==> src/rtl/inert_sensor_spi_rsp.sv <==
// inert_sensor_spi_rsp: SPI mode-3 responder model of the inertial sensor with config regs, sample snapshots and INT.
// Optional SAMPLE_RAMP_EN: snapshot sources come from internal ramps instead of ptch_rt_in/az_in.
module inert_sensor_spi_rsp #(
    parameter int          INT_PERIOD   = 240385,
    parameter logic [7:0]  WHO_AM_I_VAL = 8'h6A
) (
    input  logic        clk,
    input  logic        rst_n,
    input  logic        SS_n,
    input  logic        SCLK,
    input  logic        MOSI,
    output logic        MISO,
    output logic        INT,
    input  logic [15:0] ptch_rt_in,
    input  logic [15:0] az_in,
    output logic        int_en
);
    localparam int TW = $clog2(INT_PERIOD + 1);
    logic [2:0]    ss_q, sclk_q;
    logic [1:0]    mosi_q;
    logic [4:0]    cnt_q, cnt_d;
    logic [15:0]   rx_q, rx_d;
    logic [7:0]    tx_q, tx_d;
    logic [7:0]    int1_q, int1_d, ctrl1_q, ctrl1_d, ctrl2_q, ctrl2_d, ctrl5_q, ctrl5_d;
    logic [7:0]    p_lo_q, p_lo_d, p_hi_q, p_hi_d, a_lo_q, a_lo_d, a_hi_q, a_hi_d;
    logic [TW-1:0] tmr_q, tmr_d;
    logic          pend_q, pend_d, snap_q, int_q, int_d;
    logic          ss_fall, ss_rise, sclk_rise, sclk_fall, ss_act, shift, rd8, wr, run, tc, snap;
    logic [6:0]    addr8, wa;
    logic [7:0]    wd, rd_data;
    logic [15:0]   src_p, src_a;

    // Edges come from the 2nd/3rd synchronizer stages so they line up with mosi_q[1]
    assign ss_fall   = ss_q[2] & ~ss_q[1];
    assign ss_rise   = ~ss_q[2] & ss_q[1];
    assign sclk_rise = ~sclk_q[2] & sclk_q[1];
    assign sclk_fall = sclk_q[2] & ~sclk_q[1];
    assign ss_act    = ~ss_q[1];
    assign shift     = sclk_rise & ss_act;
    assign addr8     = {rx_q[5:0], mosi_q[1]};
    assign rd8       = shift & (cnt_q == 5'd7) & rx_q[6];
    assign wr        = ss_rise & (cnt_q == 5'd16) & ~rx_q[15];
    assign wa        = rx_q[14:8];
    assign wd        = rx_q[7:0];
    assign run       = |ctrl1_q & |ctrl2_q;
    assign tc        = run & (tmr_q == TW'(INT_PERIOD - 1));
    // A due snapshot waits out any frame in progress so read pairs stay coherent
    assign snap      = (tc | pend_q) & ~ss_act;

    always_comb begin
        case (addr8)
            7'h0D:   rd_data = int1_q;
            7'h0F:   rd_data = WHO_AM_I_VAL;
            7'h10:   rd_data = ctrl1_q;
            7'h11:   rd_data = ctrl2_q;
            7'h14:   rd_data = ctrl5_q;
            7'h22:   rd_data = p_lo_q;
            7'h23:   rd_data = p_hi_q;
            7'h2C:   rd_data = a_lo_q;
            7'h2D:   rd_data = a_hi_q;
            default: rd_data = 8'h00;
        endcase
    end

    always_comb begin
        rx_d    = ss_fall ? 16'h0 : shift ? {rx_q[14:0], mosi_q[1]} : rx_q;
        cnt_d   = ss_fall ? 5'd0 : (shift && cnt_q != 5'd16) ? cnt_q + 5'd1 : cnt_q;
        tx_d    = ss_fall ? 8'h0 : rd8 ? rd_data :
                  (sclk_fall && ss_act && cnt_q >= 5'd9) ? {tx_q[6:0], 1'b0} : tx_q;
        int1_d  = (wr && wa == 7'h0D) ? wd : int1_q;
        ctrl1_d = (wr && wa == 7'h10) ? wd : ctrl1_q;
        ctrl2_d = (wr && wa == 7'h11) ? wd : ctrl2_q;
        ctrl5_d = (wr && wa == 7'h14) ? wd : ctrl5_q;
        tmr_d   = !run ? tmr_q : tc ? '0 : tmr_q + 1'b1;
        pend_d  = (tc | pend_q) & ss_act;
        p_lo_d  = snap ? src_p[7:0]  : p_lo_q;
        p_hi_d  = snap ? src_p[15:8] : p_hi_q;
        a_lo_d  = snap ? src_a[7:0]  : a_lo_q;
        a_hi_d  = snap ? src_a[15:8] : a_hi_q;
        int_d   = (snap_q & int1_q[1]) |
                  (int_q & ~((rd8 && addr8 == 7'h22) || (wr && wa == 7'h0D && !wd[1])));
    end

`ifdef SAMPLE_RAMP_EN
    logic [15:0] rp_q, ra_q;
    assign src_p = rp_q;
    assign src_a = ra_q;
    always_ff @(posedge clk or negedge rst_n) begin
        if (!rst_n) begin
            rp_q <= 16'h0000;
            ra_q <= 16'h4000;
        end else if (snap) begin
            rp_q <= rp_q + 16'h1;
            ra_q <= ra_q - 16'h1;
        end
    end
`else
    assign src_p = ptch_rt_in;
    assign src_a = az_in;
`endif

    always_ff @(posedge clk or negedge rst_n) begin
        if (!rst_n) begin
            ss_q    <= 3'b111;
            sclk_q  <= 3'b111;
            mosi_q  <= 2'b00;
            cnt_q   <= 5'd0;
            rx_q    <= 16'h0;
            tx_q    <= 8'h0;
            int1_q  <= 8'h0;
            ctrl1_q <= 8'h0;
            ctrl2_q <= 8'h0;
            ctrl5_q <= 8'h0;
            p_lo_q  <= 8'h0;
            p_hi_q  <= 8'h0;
            a_lo_q  <= 8'h0;
            a_hi_q  <= 8'h0;
            tmr_q   <= '0;
            pend_q  <= 1'b0;
            snap_q  <= 1'b0;
            int_q   <= 1'b0;
        end else begin
            ss_q    <= {ss_q[1:0], SS_n};
            sclk_q  <= {sclk_q[1:0], SCLK};
            mosi_q  <= {mosi_q[0], MOSI};
            cnt_q   <= cnt_d;
            rx_q    <= rx_d;
            tx_q    <= tx_d;
            int1_q  <= int1_d;
            ctrl1_q <= ctrl1_d;
            ctrl2_q <= ctrl2_d;
            ctrl5_q <= ctrl5_d;
            p_lo_q  <= p_lo_d;
            p_hi_q  <= p_hi_d;
            a_lo_q  <= a_lo_d;
            a_hi_q  <= a_hi_d;
            tmr_q   <= tmr_d;
            pend_q  <= pend_d;
            snap_q  <= snap;
            int_q   <= int_d;
        end
    end

    assign MISO   = tx_q[7];
    assign INT    = int_q;
    assign int_en = int1_q[1];
endmodule
==> config.mk <==
export PLATFORM = sky130hd
export DESIGN_NAME = inert_sensor_spi_rsp
export DESIGN_NICKNAME = d
export VERILOG_FILES = /design/src/rtl/inert_sensor_spi_rsp.sv
export SDC_FILE = /design/constraint.sdc
export NUM_CORES = 1
export LEC_CHECK = 0
export CAP_MARGIN = 15
export CELL_PAD_IN_SITES_DETAIL_PLACEMENT = 1
export CELL_PAD_IN_SITES_GLOBAL_PLACEMENT = 2
export CORE_MARGIN = 4
export CORE_UTILIZATION = 35
export DETAILED_ROUTE_END_ITERATION = 12
export GPL_TIMING_DRIVEN = 0
export PLACE_DENSITY = 0.82
export REMOVE_ABC_BUFFERS = 1
export SYNTH_ARGS = -nofsm -noshare
export SYNTH_HDL_FRONTEND = slang
export SYNTH_SLANG_ARGS = --single-unit
==> constraint.sdc <==
create_clock -name clk -period 6.7 [get_ports clk]
set_clock_uncertainty 0.05 [all_clocks]
set_input_delay 1.34 -clock clk [delete_from_list [all_inputs] [get_ports clk]]
set_output_delay 1.34 -clock clk [all_outputs]
set_load 0.03 [all_outputs]
# After elaboration in Yosys (flattened, before gate mapping)
# Cells that the tools add are included.
[word_totals]
wordCells = 86
output_inout_bits = 3
inputBits = 37
register_bits = 122
[op_classes]
eq_ne = 17
mux = 9
n_addsub = 2
reduce_logical = 16
bitwise = 23
magnitude_cmp = 1
[op_table]
columns = ["cell", "count"]
rows = [
  ["8-bit one-hot mux with 9 select lines", 1],
  ["7-bit by 5-bit equality test with 1-bit output, second input constant", 6],
  ["16-bit 2-to-1 mux", 2],
  ["7-bit by 6-bit equality test with 1-bit output, second input constant", 4],
  ["8-bit 2-to-1 mux", 3],
  ["7-bit by 4-bit equality test with 1-bit output, second input constant", 3],
  ["18-bit by 1-bit adder with 18-bit output, second input constant", 1],
  ["18-bit equality test, second input constant", 1],
  ["18-bit 2-to-1 mux", 1],
  ["8-bit OR reduction", 2],
  ["1-bit bitwise AND", 15],
  ["5-bit 2-to-1 mux", 2],
  ["1-bit logical AND", 9],
  ["1-bit NOT", 6],
  ["5-bit by 1-bit adder with 5-bit output, second input constant", 1],
  ["5-bit by 3-bit equality test with 1-bit output, second input constant", 1],
  ["5-bit equality test, second input constant", 1],
  ["5-bit by 4-bit >= comparator with 1-bit output, second input constant", 1],
  ["5-bit != test, second input constant", 1],
  ["2-bit nonzero test", 2],
  ["3-bit nonzero test", 1],
  ["1-bit bitwise OR", 2],
  ["1-bit logical NOT", 1],
  ["1-bit logical OR", 1],
]

# Logic depth before layout (Yosys ltp)
[logic_depth]
depth_word = 10
depth_mapped = 8
ltp_nobuf = 7

# Worst setup path after synthesis
# Ideal clock, no wire load.
[synth_path]
path_kind = "reg2reg"
startpoint = "register cnt_q[0]"
endpoint = "register tx_q[2]"
required_ps = 6529
t_arrival_ps = 2057
path_stages_with_launch = 6
slack_ps = 4472
synth_period_minus_slack_ps = 2228
path_buffers = 0
setup_time_ps = 121
cell_sequence = "dfrtp_1 -> ha_1 -> o41a_1 -> o21ai_1 -> mux2_2 -> a22o_1"
[synth_via]
elab_chain_cells = 5
elab_cells_between_ends = 8
classes_between = "order compare: 1; eq/ne: 1; mux: 2; bitwise: 2; reduce/logical: 2"
[synth_rtl]
columns = ["element", "line", "text"]
rows = [
  ["start: declaration", "21", "logic [4:0] cnt_q, cnt_d;"],
  ["start signal: assignment", "126", "cnt_q <= cnt_d;"],
  ["5-bit by 3-bit equality test with 1-bit output", "41", "assign rd8 = shift & (cnt_q == 5'd7) & rx_q[6];"],
  ["1-bit bitwise AND (2 in a row)", "41", ""],
  ["8-bit 2-to-1 mux (2 in a row)", "68", "tx_d = ss_fall ? 8'h0 : rd8 ? rd_data :"],
  ["end signal: assignment", "128", "tx_q <= tx_d;"],
  ["end: declaration", "23", "logic [7:0] tx_q, tx_d;"],
]
# Several ways; a longest one is shown, not always the timed one.
# A chain may end at the register's enable or synchronous reset.

# Worst setup path in the final report
[layout_path]
startpoint = "register mosi_q[1]"
endpoint = "register tx_q[3]"
[layout_via]
elab_chain_cells = 4
elab_cells_between_ends = 12
classes_between = "eq/ne: 9; mux: 3"
[layout_rtl]
columns = ["element", "line", "text"]
rows = [
  ["start: declaration", "20", "logic [1:0] mosi_q;"],
  ["start signal: assignment", "125", "mosi_q <= {mosi_q[0], MOSI};"],
  ["7-bit by 6-bit equality test with 1-bit output (tied with other cells)", "51", "case (addr8)"],
  ["8-bit one-hot mux with 9 select lines *", "51", ""],
  ["8-bit 2-to-1 mux * (2 in a row)", "68", ""],
]
# Every way passes the cells marked *; elsewhere a longest branch is shown, timed or not.

==> metrics.md <==
| Metric | Value |
|---|---|
| Status | completed |
| Final worst path period share | 0.469 |
| Crit Reg-Reg Startpoint | mosi_q[1] |
| DP HPWL | ~11,000 µm |
| P per Cell Area | between 200 and 300 mW/mm² |
| Clock power share | 0.548 |
| Peak VDD IR | between 150 and 200 µV |
| Grt total ovfl | 0 |
| WP data arrival | approximately 3400 ps |
| Storage cell area | slightly above 0.003 mm² |
| Sw Pwr | a little over 0.4 mW |
| Total chip power | between 1.5 and 2 mW |
| Critical path startpoint category | flop |
| Max Cap Violations | 0 |
| Total wire length | ~16,000 µm |
| CP Depth | 5 |
| Row Count | 47 |
| CTS Buffer Depth | 2 |
| Iter 0 DRT Violations | 281 |
| Mapped Area | between 0.006 and 0.007 mm² |
| Post-placement cell area | 0.00668 mm² |
| Clock tree root driver cell | clkbuf_16 |
| Ant. Diodes | 0 |
| Setup WS pre-CTS | 3530 ps |
| Syn_area_per_cell | between 10 and 15 µm² |
| Finish-stage setup viols | 0 |
| DRT antenna net count | 0 |
| H-Tree Depth | 4 |
| DR vias/cell | roughly 5.5 |
| Fin area | around 0.0074 mm² |
| Setup crit end | tx_q[3] |
| CTS resizes | 0 |
| Worst R2R Path Depth | 5 |
| Final #Nets | 599 |
| Hold-fix buffers, CTS | 0 |
| Setup crit start | mosi_q[1] |
| Reg2reg end | tx_q[3] |
| Via count | 4,334 |
| Internal power | roughly 1.5 mW |
| Post-synth top area share | 0.478 |
| Largest net degree at the start of global routing | 92 |
| CP max stage cell | dfrtp_1 |
| Worst skew pair latency | 430 ps |
| Max transition margin | 0.298 |
| Clock slew at reported path FFs | 60 ps |
| TritonCTS buffer count | 17 |
| Footprint of the multi-input gates | roughly 0.0029 mm² |
| Drt first pass iters | 5 |
| Vias in the first global route | around 4,800 |
| Critical Path Fanout Max | 24 |
| DIE AREA | 0.0195 mm² |
| Combinational Power Share | 0.045 |
| Port bufs | 39 |
| Gpl congestion | 0.837 |
| Core Box Area | approximately 0.017 mm² |
| Yosys cell types | a little under 70 |
| Ys async rst share | 1.00 |
| Synth-to-layout area growth | 21.0% |
| DRC | 0 |
| CP Class | flop to flop |
| Worst-Margin Slew | approximately 1100 ps |
| Primary FF master, synth | dfrtp_1 |
| Area contributors post-synth | dfrtp_1, mux2_2, mux2_4, nand3_1, dfstp_2 |
| Clk sinks | 122 |
| Switching portion of total power | 0.212 |
| Sequential Power Share | 0.407 |
| Fin. max-slew vios | 0 |
| Worst setup EP type | flop |
| Die span in x | 140 µm |
| Cells after Synth | 522 |
| Final hold vios | 0 |
| Final min period | approximately 3100 ps |
| DIE HEIGHT | 140 µm |
| Number of flops mapped to enable cells by yosys | 0 |
| Synthesized flop and latch total | about 120 |
| Worst min path class | flop to flop |
| Starting density of the core | 0.361 |
| Per-cell routed wire length | around 20 µm |
| Register area share after synthesis | 0.503 |
| Cell taking the most area after synthesis | dfrtp_1 |
| Setup bufs post-CTS | 0 |
| Hold_ws | roughly 300 ps |
| WP buf/inv | 1 |
| R2R Setup Slk | ~3600 ps |
| Fillers | 1,816 |
| Max Clock Freq | between 300 and 400 MHz |
| First-pass GRT wire length | 26,200 µm |
| Crit path largest cell delay | just over 1000 ps |
| Min setup slack post-route | ~3600 ps |
| Layout cells sized above 1 | 0.223 |
| CP Cell Sequence | clkinv_1 -> a31oi_1 -> a32oi_1 -> a2111oi_0 -> o21ai_0 |
| Leak | 3.27 nW |
| WP data required | 6920 ps |
| Final TNS setup | 0 ps |
| All-Layer GR Usage | 0.170 |
| Yosys warning count | 0 |
| CP delay by family, top | compound AO/OA/AOI/OAI gates |
| Initial antenna violation count | 0 |
| RSZ-0062 raised after global routing | no |
| TritonCTS clock tree | done |
| Boundary Pins | 40 |
## flip-flops by register name, indices dropped and copies added (netlist names), 2 cells and up
signal	flops
ss_q	3
ctrl5_q	8
tmr_q	18
a_lo_q	8
sclk_q	3
tx_q	8
p_lo_q	8
mosi_q	2
a_hi_q	8
cnt_q	5
int1_q	8
p_hi_q	8
rx_q	16
ctrl2_q	8
ctrl1_q	8
## layout by cell type, fill, tap and decap left out, types with 12 or more instances in the layout
cell	netlist	layout
nor2_1	25	25
clkbuf_16	0	17
dfrtp_1	116	116
nand3_1	32	32
clkdlybuf4s50_1	0	38
mux2_4	29	29
nand4_1	12	12
o21ai_0	14	14
mux2_2	41	41
nand2_1	36	36
a21oi_1	13	13
## power by group through the flow
stage | registers [mW] | logic (mW) | clock network, mW
final | 0.774 | 0.0861 | 1.04
after global routing | 0.776 | 0.0955 | 1.09
after CTS | 0.774 | 0.0884 | 1.06
after detailed placement | 0.786 | 0.0875 | 0
after global placement | 0.785 | 0.0822 | 0
after floorplan | 0.779 | 0.0366 | 0
## cell usage after synthesis (all sizes together) (3+ instances only)
library cell    n
nor3           10
o31ai           5
and4b           3
a211oi          4
or4             6
and2            6
ha              5
nor2           27
dfrtp         116
and3            6
and4            3
inv             8
nor4            6
nand4          12
nand2b          4
dfstp           6
nor3b           7
a21oi          13
nand3b          8
nand2          36
nor4bb          4
a221oi          5
clkbuf         16
xnor2           7
a2111oi         3
nor2b           9
mux2           70
mux2i           9
nand3          32
o21ai          16
buf             9
a22o            4
xor2            9
## how the worst min path moves through the flow
stage	start	end	slack, ps	cells after the start
2_1_floorplan	mosi_q[0]	mosi_q[1]	280	0
3_3_place_gp	mosi_q[0]	mosi_q[1]	280	0
3_5_place_dp	mosi_q[0]	mosi_q[1]	290	0
4_1_cts	mosi_q[0]	mosi_q[1]	300	0
5_1_grt	mosi_q[0]	mosi_q[1]	310	0
6_report	mosi_q[0]	mosi_q[1]	300	0
## area by class of cell
class                           instances  share of cell area
Tap cell                              220              0.0374
Clock buffer                           22              0.0659
Multi-Input combinational cell        366               0.391
Sequential cell                       122               0.416
Clock inverter                         10              0.0255
Timing Repair Buffer                   41              0.0597
Inverter                                9             0.00459
## through the flow
step,utilization,cells
5_1_grt,0.437,790
4_1_cts,0.437,790
3_3_place_gp,0.394,756
2_1_floorplan,-,497
3_5_place_dp,0.397,758
6_report,0.437,790
## cells by family after synthesis
kind of cell,synth area share
compound gates,0.0879
xor+xnor,0.0231
flops,0.503
fa+ha+maj,0.0103
buf+inv,0.0249
mux,0.162
simple gates,0.188
## layer usage
| metal | vias up | GRT usage | routed length [µm] |
|---|---|---|---|
| li1 | 2000 | - | - |
| met5 | - | 0 | 0 |
| met2 | 69 | 0.282 | 7990 |
| met3 | 14 | 0.0398 | 491 |
| met4 | 0 | 0.0546 | 176 |
| met1 | 2251 | 0.220 | 7210 |
(Power assumes the default switching activity.)
